==> src/rtl/lsu_mem_master.sv <==
// Load/store initiator between the MEM pipeline stage and a word-addressed data memory.
// Sub-word stores are performed as read-modify-write; bad requests complete with resp_err.
module lsu_mem_master #(
  parameter int unsigned MEM_WORDS = 1024
) (
  input  logic        clk,
  input  logic        rst_n,
  input  logic        req_valid,
  output logic        req_ready,
  input  logic        req_we,
  input  logic [2:0]  req_funct3,
  input  logic [31:0] req_addr,
  input  logic [31:0] req_wdata,
  output logic        resp_valid,
  output logic [31:0] resp_rdata,
  output logic        resp_err,
  output logic [31:0] mem_addr,
  output logic        mem_wr_en,
  output logic [31:0] mem_wr_data,
  input  logic [31:0] mem_rd_data
);

  typedef enum logic [2:0] {
    S_IDLE,
    S_LOAD,
    S_WRITE,
    S_RMW_RD,
    S_RMW_WR,
    S_RESP
  } state_t;

  // First byte address past the end of memory (33 bits so 4 GiB never wraps).
  localparam logic [32:0] ADDR_LIMIT = 33'(MEM_WORDS) << 2;

  state_t      state;
  logic [2:0]  lat_funct3;
  logic [1:0]  lat_off;
  logic [15:0] lat_wdata;

  logic req_legal_c;
  logic req_misal_c;
  logic req_oor_c;
  logic req_err_c;

  // Extract and extend the addressed byte/half/word from a memory word.
  function automatic logic [31:0] load_ext(input logic [31:0] w, input logic [2:0] f3,
                                           input logic [1:0] off);
    logic [7:0]  b;
    logic [15:0] h;
    b = 8'(w >> {off, 3'b000});
    h = off[1] ? w[31:16] : w[15:0];
    case (f3)
      3'b000:  load_ext = {{24{b[7]}}, b};
      3'b001:  load_ext = {{16{h[15]}}, h};
      3'b100:  load_ext = {24'h0, b};
      3'b101:  load_ext = {16'h0, h};
      default: load_ext = w;
    endcase
  endfunction

  // Replace the addressed byte or half of the old word with new store data.
  function automatic logic [31:0] store_merge(input logic [31:0] old, input logic is_half,
                                              input logic [1:0] off, input logic [15:0] d);
    logic [31:0] mask;
    logic [31:0] ins;
    if (is_half) begin
      mask = off[1] ? 32'hFFFF_0000 : 32'h0000_FFFF;
      ins  = {d, d};
    end else begin
      mask = 32'h0000_00FF << {off, 3'b000};
      ins  = {4{d[7:0]}};
    end
    return (old & ~mask) | (ins & mask);
  endfunction

  // Classify the incoming request: illegal funct3, misalignment, out of range.
  always_comb begin
    req_legal_c = 1'b0;
    if (req_we) begin
      case (req_funct3)
        3'b000, 3'b001, 3'b010: req_legal_c = 1'b1;
        default:                req_legal_c = 1'b0;
      endcase
    end else begin
      case (req_funct3)
        3'b000, 3'b001, 3'b010, 3'b100, 3'b101: req_legal_c = 1'b1;
        default:                                req_legal_c = 1'b0;
      endcase
    end
    req_misal_c = ((req_funct3[1:0] == 2'b01) && req_addr[0]) ||
                  ((req_funct3[1:0] == 2'b10) && (req_addr[1:0] != 2'b00));
    req_oor_c   = ({1'b0, req_addr} >= ADDR_LIMIT);
    req_err_c   = !req_legal_c || req_misal_c || req_oor_c;
  end

  // Sequencer with registered memory and response outputs.
  always_ff @(posedge clk or negedge rst_n) begin
    if (!rst_n) begin
      state       <= S_IDLE;
      req_ready   <= 1'b1;
      resp_valid  <= 1'b0;
      resp_rdata  <= 32'h0;
      resp_err    <= 1'b0;
      mem_addr    <= 32'h0;
      mem_wr_en   <= 1'b0;
      mem_wr_data <= 32'h0;
      lat_funct3  <= 3'b000;
      lat_off     <= 2'b00;
      lat_wdata   <= 16'h0;
    end else begin
      resp_valid <= 1'b0;
      resp_err   <= 1'b0;
      resp_rdata <= 32'h0;
      case (state)
        S_IDLE: begin
          if (req_valid) begin
            lat_funct3 <= req_funct3;
            lat_off    <= req_addr[1:0];
            lat_wdata  <= req_wdata[15:0];
            req_ready  <= 1'b0;
            if (req_err_c) begin
              state      <= S_RESP;
              resp_valid <= 1'b1;
              resp_err   <= 1'b1;
            end else begin
              mem_addr <= {req_addr[31:2], 2'b00};
              if (!req_we) begin
                state <= S_LOAD;
              end else if (req_funct3[1]) begin
                state       <= S_WRITE;
                mem_wr_en   <= 1'b1;
                mem_wr_data <= req_wdata;
              end else begin
                state <= S_RMW_RD;
              end
            end
          end
        end
        S_LOAD: begin
          resp_valid <= 1'b1;
          resp_rdata <= load_ext(mem_rd_data, lat_funct3, lat_off);
          state      <= S_RESP;
        end
        S_WRITE: begin
          mem_wr_en  <= 1'b0;
          resp_valid <= 1'b1;
          state      <= S_RESP;
        end
        S_RMW_RD: begin
          mem_wr_data <= store_merge(mem_rd_data, lat_funct3[0], lat_off, lat_wdata);
          mem_wr_en   <= 1'b1;
          state       <= S_RMW_WR;
        end
        S_RMW_WR: begin
          mem_wr_en  <= 1'b0;
          resp_valid <= 1'b1;
          state      <= S_RESP;
        end
        S_RESP: begin
          state       <= S_IDLE;
          req_ready   <= 1'b1;
          mem_addr    <= 32'h0;
          mem_wr_data <= 32'h0;
        end
        default: begin
          state     <= S_IDLE;
          req_ready <= 1'b1;
          mem_wr_en <= 1'b0;
        end
      endcase
    end
  end

endmodule

==> config.mk <==
export PLATFORM = sky130hd
export DESIGN_NAME = lsu_mem_master
export DESIGN_NICKNAME = d
export VERILOG_FILES = /design/src/rtl/lsu_mem_master.sv
export SDC_FILE = /design/constraint.sdc
export NUM_CORES = 1
export LEC_CHECK = 0
export ABC_AREA = 1
export ABC_CLOCK_PERIOD_IN_PS = 3800
export CAP_MARGIN = 10
export CORE_ASPECT_RATIO = 1.1
export CORE_MARGIN = 2
export CORE_UTILIZATION = 40
export CTS_BUF_LIST = sky130_fd_sc_hd__clkbuf_16
export DETAILED_ROUTE_END_ITERATION = 6
export PLACE_DENSITY = 0.7
export SYNTH_ARGS = -nofsm -noshare
export SYNTH_HDL_FRONTEND = slang
export SYNTH_SLANG_ARGS = --single-unit
==> constraint.sdc <==
create_clock -name clk -period 3.8 [get_ports clk]
set_input_delay 0.57 -clock clk [delete_from_list [all_inputs] [get_ports clk]]
set_output_delay 0.57 -clock clk [all_outputs]
set_load 0.03 [all_outputs]
* Word level (Yosys, flattened, before mapping) *
Index checks and enable logic that the tools add are counted.

storage, ports and cells
  output and inout bits = 100
  bits of input ports = 103
  word-level logic and storage cells = 95
  register bits after elaboration = 124

cells by class
  $lt $le $gt $ge = 1
  reduce and logical (&&, ||, !) cells = 22
  shift operators = 2
  bitwise operators = 6
  mux-type cells = 35
  equality and inequality tests = 18

operators with widths
  kind                    number
  $mux W32                12
  $pmux W32 S4            1
  $pmux W32 S3            1
  $and A32 B32 Y32        2
  $pmux W32 S2            1
  $ge A32 B13 Y1 const B  1
  $not A32 Y32            1
  $or A32 B32 Y32         1
  $shl A8 B5 Y32 const A  1
  $shr A32 B5 Y8          1
  $eq A3 B3 Y1 const B    6
  $mux W16                1
  $mux W1                 12
  $reduce_and A5 Y1       2
  $eq A3 B1 Y1 const B    3
  $eq A3 B2 Y1 const B    3
  $logic_not A3 Y1        3
  $pmux W3 S3             1
  $ne A2 B2 Y1 const B    4
  $mux W3                 2
  $reduce_or A3 Y1        2
  $reduce_or A5 Y1        1
  $pmux W1 S2             2
  $reduce_and A2 Y1       2
  13 further kinds        18

* Longest topological paths before layout *
Gate-level depths: netlist (run 1).

  word-level depth = 10
  mapped depth = 11
  gate-level depth less buffers = 10

* Least setup slack after synthesis (run 1) *
OpenSTA, ideal clock, no wires.

  path type = input port to flip-flop
  from = input port req_addr[20]
  to = register mem_wr_data[24]
  library setup time = 0.065 ns
  cell stages on the path = 11
  buffers on the path = 2
  arrival = 1.517 ns
  required time = 3.735 ns
  slack = 2.217 ns
  path through = nor2_1 -> nand2_1 -> nor2_1 -> nand2_1 -> nor2_1 -> nand2_1 -> nand2_2 -> buf_4 -> buf_4 -> nand4_1 -> nand2_1

between the ends
  longest elaborated chain between the ends = 4

ends and longest elaborated chain
  what                                line  text
  from (decl)                         12    input logic [31:0] req_addr,
  $ge A32 B13 Y1                      92    req_oor_c = ({1'b0, req_addr} >= ADDR_LIMIT);
  $logic_or A1 B1 Y1                  93    req_err_c = !req_legal_c || req_misal_c || req_oor_c;
  $ne A2 B2 Y1 (no source line)       --
  $reduce_and A5 Y1 (no source line)  --
  to (signal assigned)                132   mem_wr_data <= req_wdata;
  to (signal assigned)                150   mem_wr_data <= store_merge(mem_rd_data, lat_funct3[0], lat_off, lat_wdata);
  to (decl)                           19    output logic [31:0] mem_wr_data,

No other way between the ends.
A chain may end at the register's enable or synchronous reset.

* Worst setup path in the final report (run 1) *
  from = register lat_funct3[0]
  to = register mem_wr_data[17]

between the ends
  longest elaborated chain between the ends = 6
  elaborated cells between the ends (all ways) = 7
  classes of those cells = 3 x mux; 4 x bitwise

ends and longest elaborated chain
  what                    line  text
  from (decl)             36    logic [2:0] lat_funct3;
  from (signal assigned)  117   lat_funct3 <= req_funct3;
  $mux W32 (*)            66    if (is_half) begin
  $mux W32 (*)            114   case (state)
  $not A32 Y32            73    return (old & ~mask) | (ins & mask);
  $and A32 B32 Y32        73
  $or A32 B32 Y32 (*)     73
  $pmux W32 S3 (*)        114

Mark *: on every way between the ends. The rest lies on a longest branch, timed or not. The select of a mux whose other input is x is not followed.

==> results of run 1 <==
## power groups by stage
stage / registers (W) / clock network, W / logic (W)
2_1_floorplan: 0.00271 / 0 / 0.00182
3_3_place_gp: 0.00209 / 0 / 0.00365
3_5_place_dp: 0.00209 / 0 / 0.00369
4_1_cts: 0.00208 / 0.00153 / 0.00371
5_1_grt: 0.00214 / 0.00159 / 0.00408
6_report: 0.00209 / 0.00151 / 0.00372
## per-layer routing
metal | vias up | GRT usage [%] | wire [um]
met4 | 0 | 8.11 | 404
met5 | - | 0 | 0
met3 | 33 | 4.14 | 1220
li1 | 2952 | - | -
met2 | 250 | 38.0 | 9440
met1 | 2791 | 33.3 | 8150
## cell families (layout without fill, tap and decap cells)
| group | Yosys count | in the layout | synth area share [%] |
|---|---|---|---|
| flip-flops | 122 | 122 | 49.3 |
| buffers and inverters | 134 | 326 | 9.58 |
| AO/OA/AOI/OAI | 124 | 124 | 11.4 |
| other | 1 | 2 | 0.0606 |
| AND/OR/NAND/NOR | 424 | 424 | 29.6 |
## cell usage in the layout, fill, tap and decap left out, drive strengths merged
cell           instances
a211oi                 3
a21boi                20
a21oi                 27
a31oi                  1
and2                   1
buf                   10
bufinv                 1
clkbuf                17
clkdlybuf4s50        199
clkinv                 9
clkinvlp               4
conb                   2
dfrtp                121
dfstp                  1
inv                   86
nand2                255
nand3                 70
nand4                 34
nor2                  60
nor3                   4
o211ai                 5
o21ai                 68
## layout make-up
cell class                      instances  area (um^2)  share of cell area [%]
Timing Repair Buffer                  209         2080                    23.6
Clock buffer                           17          425                    4.83
Tap cell                              196          245                    2.79
Sequential cell                       122         3050                    34.7
Inverter                               85          319                    3.63
Clock inverter                         15          128                    1.45
Multi-Input combinational cell        550         2550                    29.0
## final timing paths
check	slack [ns]	startpoint	to	cells after the start
hold reg to reg	0.47	mem_wr_data[25]	mem_wr_data[25]	2
min in group clk	0.47	mem_wr_data[25]	mem_wr_data[25]	2
hold / removal	0.17	rst_n	resp_rdata[25]	1
setup reg to reg	1.36	lat_funct3[0]	mem_wr_data[17]	8
max in group asynchronous	2.81	rst_n	mem_wr_data[30]	2
setup / recovery	1.36	lat_funct3[0]	mem_wr_data[17]	8
## worst register-to-register path: cells and delay by family, from the launching register on
family                 cells  cell delay (ns)
AOI/OAI and AO/OA          1             0.26
buffers and inverters      2             0.73
DFF                        1             0.60
and+or+nand+nor            5             0.82
## metrics by stage
| step | hold slack [ns] | worst slack (ns) | std cells |
|---|---|---|---|
| final | 0.168 | 1.36 | 1194 |
| after global routing | 0.220 | 1.10 | 1194 |
| after CTS | 0.201 | 1.38 | 1194 |
| after detailed placement | 0.460 | 1.22 | 1162 |
| after global placement | 0.452 | 1.27 | 1162 |
| after floorplan | 0.274 | 2.22 | 806 |
## flip-flops by register name, summed over array words and instances, names as in the netlist
register and flops:
mem_wr_data 32, resp_err 1, mem_addr 30, state 3
resp_valid 1, req_ready 1, lat_off 2, mem_wr_en 1
resp_rdata 32, lat_funct3 3, lat_wdata 16
==> reports/metrics.sh, run 1 <==
SYNTH_CELL_TYPES=30
CLK_PATH_BUF_DEPTH=2
AVGROUTEDWIREPERCELL_UM=16.1
AREAGROWTHSYNTHTOFINISH_PCT=42.1
AVGSYNTHCELLAREA_UM2=7.69
FINAL.SETUP.TNS_NS=0
DOMINANTREGCELLSYNTH='sky130_fd_sc_hd__dfrtp_1'
DIE_Y_UM=134
FINALCRITICALPERIOD_NS=2.44
CLK-INSERTION-DELAY-LATE_NS=0.42
NETSWITCHINGFRACTION_PCT=46.0
IO_PINS=203
POWER_PER_CELL_AREA_nW_PER_UM2=832
CTS_BUFFERS=17
CRITPATHMAXFANOUT=20
GP_ROUTABILITY_CONGESTION=0.888
YS_TOP_CELLS_BY_AREA='sky130_fd_sc_hd__dfrtp_1 49%, sky130_fd_sc_hd__nand2_1 15%, sky130_fd_sc_hd__nand3_1 5.4%'
REPORT.FINAL.HOLD_VIOL_COUNT=0
ROUTE.VIAS.TOTAL=6026
SYNTHCELLS=805
HTREE_NUM_LEVELS=4
POST_CTS.RESIZED_INSTANCES=0
PLACEMENTROWS=47
PATH_CLK_SLEW_NS=0.06
POWER_SWITCHING_W=0.00337
HOLD_BUFFERS=0
IO_BUFFERS=200
SYNTHDOMINANTAREACELLTYPE='sky130_fd_sc_hd__dfrtp_1'
DESIGN.CORE.AREA_UM2=15100
SLEW_HEADROOM_PCT=54.7
WIRELENGTH_UM=19200
DR.FIRST_ITER.DRC_COUNT=673
ANTENNA_FOUND_INITIAL=0
SYNTH_EDF_COUNT=0
IR_WORST_VDD_mV=0.491
MAXIMUM_NUMBER_OF_PINS_ON_ONE_NET_BEFORE_GLOBAL_ROUTE_REPAIR=74
GR-USAGE-ALL-LAYERS_PCT=24.0
POSTSYNTHREGISTERBITS=122
DETAILEDPLACEMENTHPWL_UM=14000
CTS.REPAIR_TIMING.SETUP_BUFFER_COUNT=0
MAXCAPVIOLATIONS=0
GRT_OVERFLOW_TOTAL=0
TIMING.CRITICAL_PATH.FROM_TYPE='register'
SYNTHTOPCELLSBYCOUNT='252 x sky130_fd_sc_hd__nand2_1, 121 x sky130_fd_sc_hd__dfrtp_1, 80 x sky130_fd_sc_hd__inv_1'
LEAK_PWR_nW=4.36
HOLDCRITPATHCLASS='in2async'
SYNTH_SEQ_AREA_SHARE_PCT=49.3
DPL_CELL_AREA_UM2=8250
WORSTPATHBUFFERINVERTERCOUNT=2
CLOCK_POWER_SHARE_PCT=20.6
POST_DRT_VIA_CELL_RATIO=5.05
FIN_WORST_SKEW_NS=0.00767
DIODES=0
YS.WARNINGS.COUNT=0
COMBINATIONALPOWERSHARE_PCT=50.8
CRITICAL_PATH_CLASS='reg2reg'
LAYOUT.CELL_AREA.NON_FILLER_UM2=8800
ASYNC_FLOP_SHARE_PCT=100
CP_DATA_ARRIVAL_TIME_NS=2.80
END_KIND='register'
CTS_TREE='yes'
OUTCOME='finished clean'
CRITICAL_PATH.SLOWEST_CELL='sky130_fd_sc_hd__dfrtp_1'
DIE-WIDTH_UM=123
CLOCK-ROOT-BUFFER='sky130_fd_sc_hd__clkbuf_16'
REPORT.FINAL.SETUP_VIOL=0
PERIOD_SHARE_PCT=64.3
CP_DATA_REQUIRED_TIME_NS=4.16
DIE_AREA_UM2=16500
DETAIL_ROUTE.FIRST_PASS.ITERATIONS=6
GRT_FIRST_PASS_WIRELENGTH_UM=30500
GRT_SETUP_UNREPAIRED='false'
POWER_FRAC_SEQ_PCT=28.5
MAX_CLOCK_FREQ_MHz=409
FIN_UTIL_PCT=58.2
CELLINTERNALPOWER_W=0.00395
SYNTH.TOP_CELL.AREA_SHARE_PCT=48.9
FINISH.NET_COUNT=1088
CRITICAL_PATH.MAX_STAGE_DELAY_NS=0.60
FILLCELLCOUNT=1360
SYNTH.MOST_COMMON_CELL='sky130_fd_sc_hd__nand2_1'
SYNTHESIS.AREA_UM2=6190
INITIAL_CORE_UTIL_PCT=41.0
ANT_NETS=0
DRC=0
CRITICAL-PATH-TOP-DELAY-FAMILY='simple AND/OR/NAND/NOR gates'
CELL_BREAKDOWN_OF_THE_CRITICAL_PATH='inv_1 -> nand2_1 -> nand2_1 -> inv_1 -> nor2_1 -> o21ai_0 -> nand4_1 -> nand2_1'
CLOCK-SINKS=122
POWER.TOTAL_W=0.00732
FINALMAXSLEWVIOLATIONS=0
CRIT_PATH_TOP_CELL_BY_COUNT='sky130_fd_sc_hd__nand2_1'
FIRST_GLOBAL_VIAS=5716
SHARE_OF_LAYOUT_CELLS_ABOVE_DRIVE_STRENGTH_1_PCT=6.21
WORST_PIN_SLEW_NS=0.679
No activity file was read; power rests on OpenSTA's default activity.
==> run 2: changes to the inputs <==
- ABC_CLOCK_PERIOD_IN_PS: 3800 -> 2500
- clock period: 3.8 -> 2.5 ns (I/O delays scaled with it)
==> run 2 against run 1 <==
- clock power grew 79%
- flip-flop and latch count unchanged
- via count is 2.0% higher
- critical path type unchanged
- largest cell class unchanged
- largest power group unchanged
- highest routed layer unchanged
==> reports/metrics.sh, run 2 (synthesized netlist as in run 1, its figures left out) <==
IR_WORST_VDD_mV=0.574
WIRELENGTH_UM=19200
ANT_NETS=0
GRT_OVERFLOW_TOTAL=0
FINISH.NET_COUNT=1098
CP_DATA_ARRIVAL_TIME_NS=2.35
CRITICAL_PATH_CLASS='reg2reg'
PERIOD_SHARE_PCT=79.7
GR-USAGE-ALL-LAYERS_PCT=23.7
DIODES=0
FINALCRITICALPERIOD_NS=1.99
LEAK_PWR_nW=4.45
LAYOUT_TOP_REGISTERS='mem_wr_data x32, resp_rdata x32, mem_addr x30'
ANTENNA_FOUND_INITIAL=0
MOSTFREQUENTLAYOUTCELL='sky130_fd_sc_hd__nand2_1'
SHARE_OF_LAYOUT_CELLS_ABOVE_DRIVE_STRENGTH_1_PCT=7.05
TIMING.FINAL.WS_SETUP_NS=0.507
CTS_BUFFERS=17
CELL_BREAKDOWN_OF_THE_CRITICAL_PATH='inv_1 -> o21ai_2 -> inv_1 -> nand2_1 -> nand3_1 -> nand2_1 -> nand4_1 -> nand2_1'
GRT_FIRST_PASS_WIRELENGTH_UM=30000
PLACE_WS_NS=0.388
IO_BUFFERS=200
WORST_PIN_SLEW_NS=0.663
CLOCK-ROOT-BUFFER='sky130_fd_sc_hd__clkbuf_16'
ROUTE.VIAS.TOTAL=6147
FIRST_GLOBAL_VIAS=5853
HOLDCRITPATHCLASS='reg2reg'
MAX_CLOCK_FREQ_MHz=502
CTS.REPAIR_TIMING.SETUP_BUFFER_COUNT=0
CRITICAL_PATH.MAX_STAGE_DELAY_NS=0.77
GRT_SETUP_UNREPAIRED='false'
LAYOUT.CELL_AREA.NON_FILLER_UM2=8970
DR.FIRST_ITER.DRC_COUNT=650
FIN_WORST_SKEW_NS=0.00856
MAXCAPVIOLATIONS=0
DIE_AREA_UM2=16500
FILLCELLCOUNT=1324
DPL_CELL_AREA_UM2=8310
GP_ROUTABILITY_CONGESTION=0.948
DETAILEDPLACEMENTHPWL_UM=14200
END_KIND='register'
IO_PINS=203
CTS_TREE='yes'
HTREE_NUM_LEVELS=4
MAXIMUM_NUMBER_OF_PINS_ON_ONE_NET_BEFORE_GLOBAL_ROUTE_REPAIR=50
DESIGN.CORE.AREA_UM2=15100
POWER_PER_CELL_AREA_nW_PER_UM2=1290
REPORT.FINAL.HOLD_VIOL_COUNT=0
CRITICAL_PATH.SLOWEST_CELL='sky130_fd_sc_hd__dfrtp_1'
DETAIL_ROUTE.FIRST_PASS.ITERATIONS=5
OUTCOME='finished clean'
PATH_CLK_SLEW_NS=0.06
MOSTFREQUENTLAYOUTCELLS='252 x sky130_fd_sc_hd__nand2_1, 199 x sky130_fd_sc_hd__clkdlybuf4s50_1, 121 x sky130_fd_sc_hd__dfrtp_1, 80 x sky130_fd_sc_hd__inv_1, 67 x sky130_fd_sc_hd__nand3_1'
FINAL.SETUP.TNS_NS=0
WORSTPATHBUFFERINVERTERCOUNT=2
INITIAL_CORE_UTIL_PCT=41.0
FINALMAXSLEWVIOLATIONS=0
DRC=0
CLK-INSERTION-DELAY-LATE_NS=0.42
CRITICAL-PATH-TOP-DELAY-FAMILY='flip-flops'
REPORT.FINAL.SETUP_VIOL=0
TIMING.CRITICAL_PATH.FROM_TYPE='register'
CRITPATHMAXFANOUT=23
POST_DRT_VIA_CELL_RATIO=5.11
CLK_PATH_BUF_DEPTH=2
DIE_Y_UM=134
CP_DATA_REQUIRED_TIME_NS=2.85
SLEW_HEADROOM_PCT=55.8
PLACEMENTROWS=47
AVGROUTEDWIREPERCELL_UM=16.0
CLOCK-SINKS=122
CRIT_PATH_TOP_CELL_BY_COUNT='sky130_fd_sc_hd__nand2_1'
AREAGROWTHSYNTHTOFINISH_PCT=44.9
DIE-WIDTH_UM=123
run 2: power breakdown:
group / internal (W) / switching [W]
registers: 0.00271 / 0.000470
logic: 0.00201 / 0.00372
clock network: 0.00177 / 0.000933
total: 0.00649 / 0.00513
run 2: worst min-delay path, stage by stage, from the launching register on:
cell and delay (ns):
sky130_fd_sc_hd__dfrtp_1 0.34, sky130_fd_sc_hd__nand2_1 0.05, sky130_fd_sc_hd__nand2_1 0.05
run 2: worst paths after layout:
path	startpoint	to	slack (ns)	cells past startpoint
setup / recovery	lat_off[1]	mem_wr_data[14]	0.51	8
hold / removal	mem_wr_data[20]	mem_wr_data[20]	0.47	2
setup reg to reg	lat_off[1]	mem_wr_data[14]	0.51	8
hold reg to reg	mem_wr_data[20]	mem_wr_data[20]	0.47	2
max in group asynchronous	rst_n	mem_addr[26]	1.26	3
min in group asynchronous	rst_n	resp_rdata[11]	0.50	2
run 2: repair_timing:
action / 4_1_cts / 5_1_grt
hold buffers: 1 / 0
gates resized for setup: 0 / 0
hold endpoints to repair: 10 / 0
run 2: layout make-up:
cell class / count / area (um^2) / area share, %
Clock buffer: 17 / 425 / 4.74
Clock inverter: 14 / 221 / 2.47
Inverter: 85 / 319 / 3.56
Multi-Input combinational cell: 550 / 2550 / 28.4
Sequential cell: 122 / 3050 / 34.0
Tap cell: 196 / 245 / 2.73
Timing Repair Buffer: 219 / 2160 / 24.0
run 2: per-stage QoR:
step / hold WS [ns] / total power, W / util [%] / std cells
global placement: 0.427 / 0.00881 / 55.0 / 1171
global route: 0.494 / 0.0124 / 59.4 / 1203
detailed placement: 0.423 / 0.00889 / 55.0 / 1171
finish: 0.470 / 0.0116 / 59.4 / 1203
floorplan: 0.0794 / 0.00689 / - / 806
CTS: 0.473 / 0.0116 / 59.4 / 1203
run 2: per-layer routing:
| layer | GRT usage, % | wire, um | vias to the layer above |
|---|---|---|---|
| met5 | 0 | 0 | - |
| met4 | 10.7 | 649 | 0 |
| met3 | 3.84 | 1360 | 47 |
| met2 | 38.6 | 9440 | 268 |
| met1 | 31.1 | 7770 | 2855 |
| li1 | - | - | 2977 |
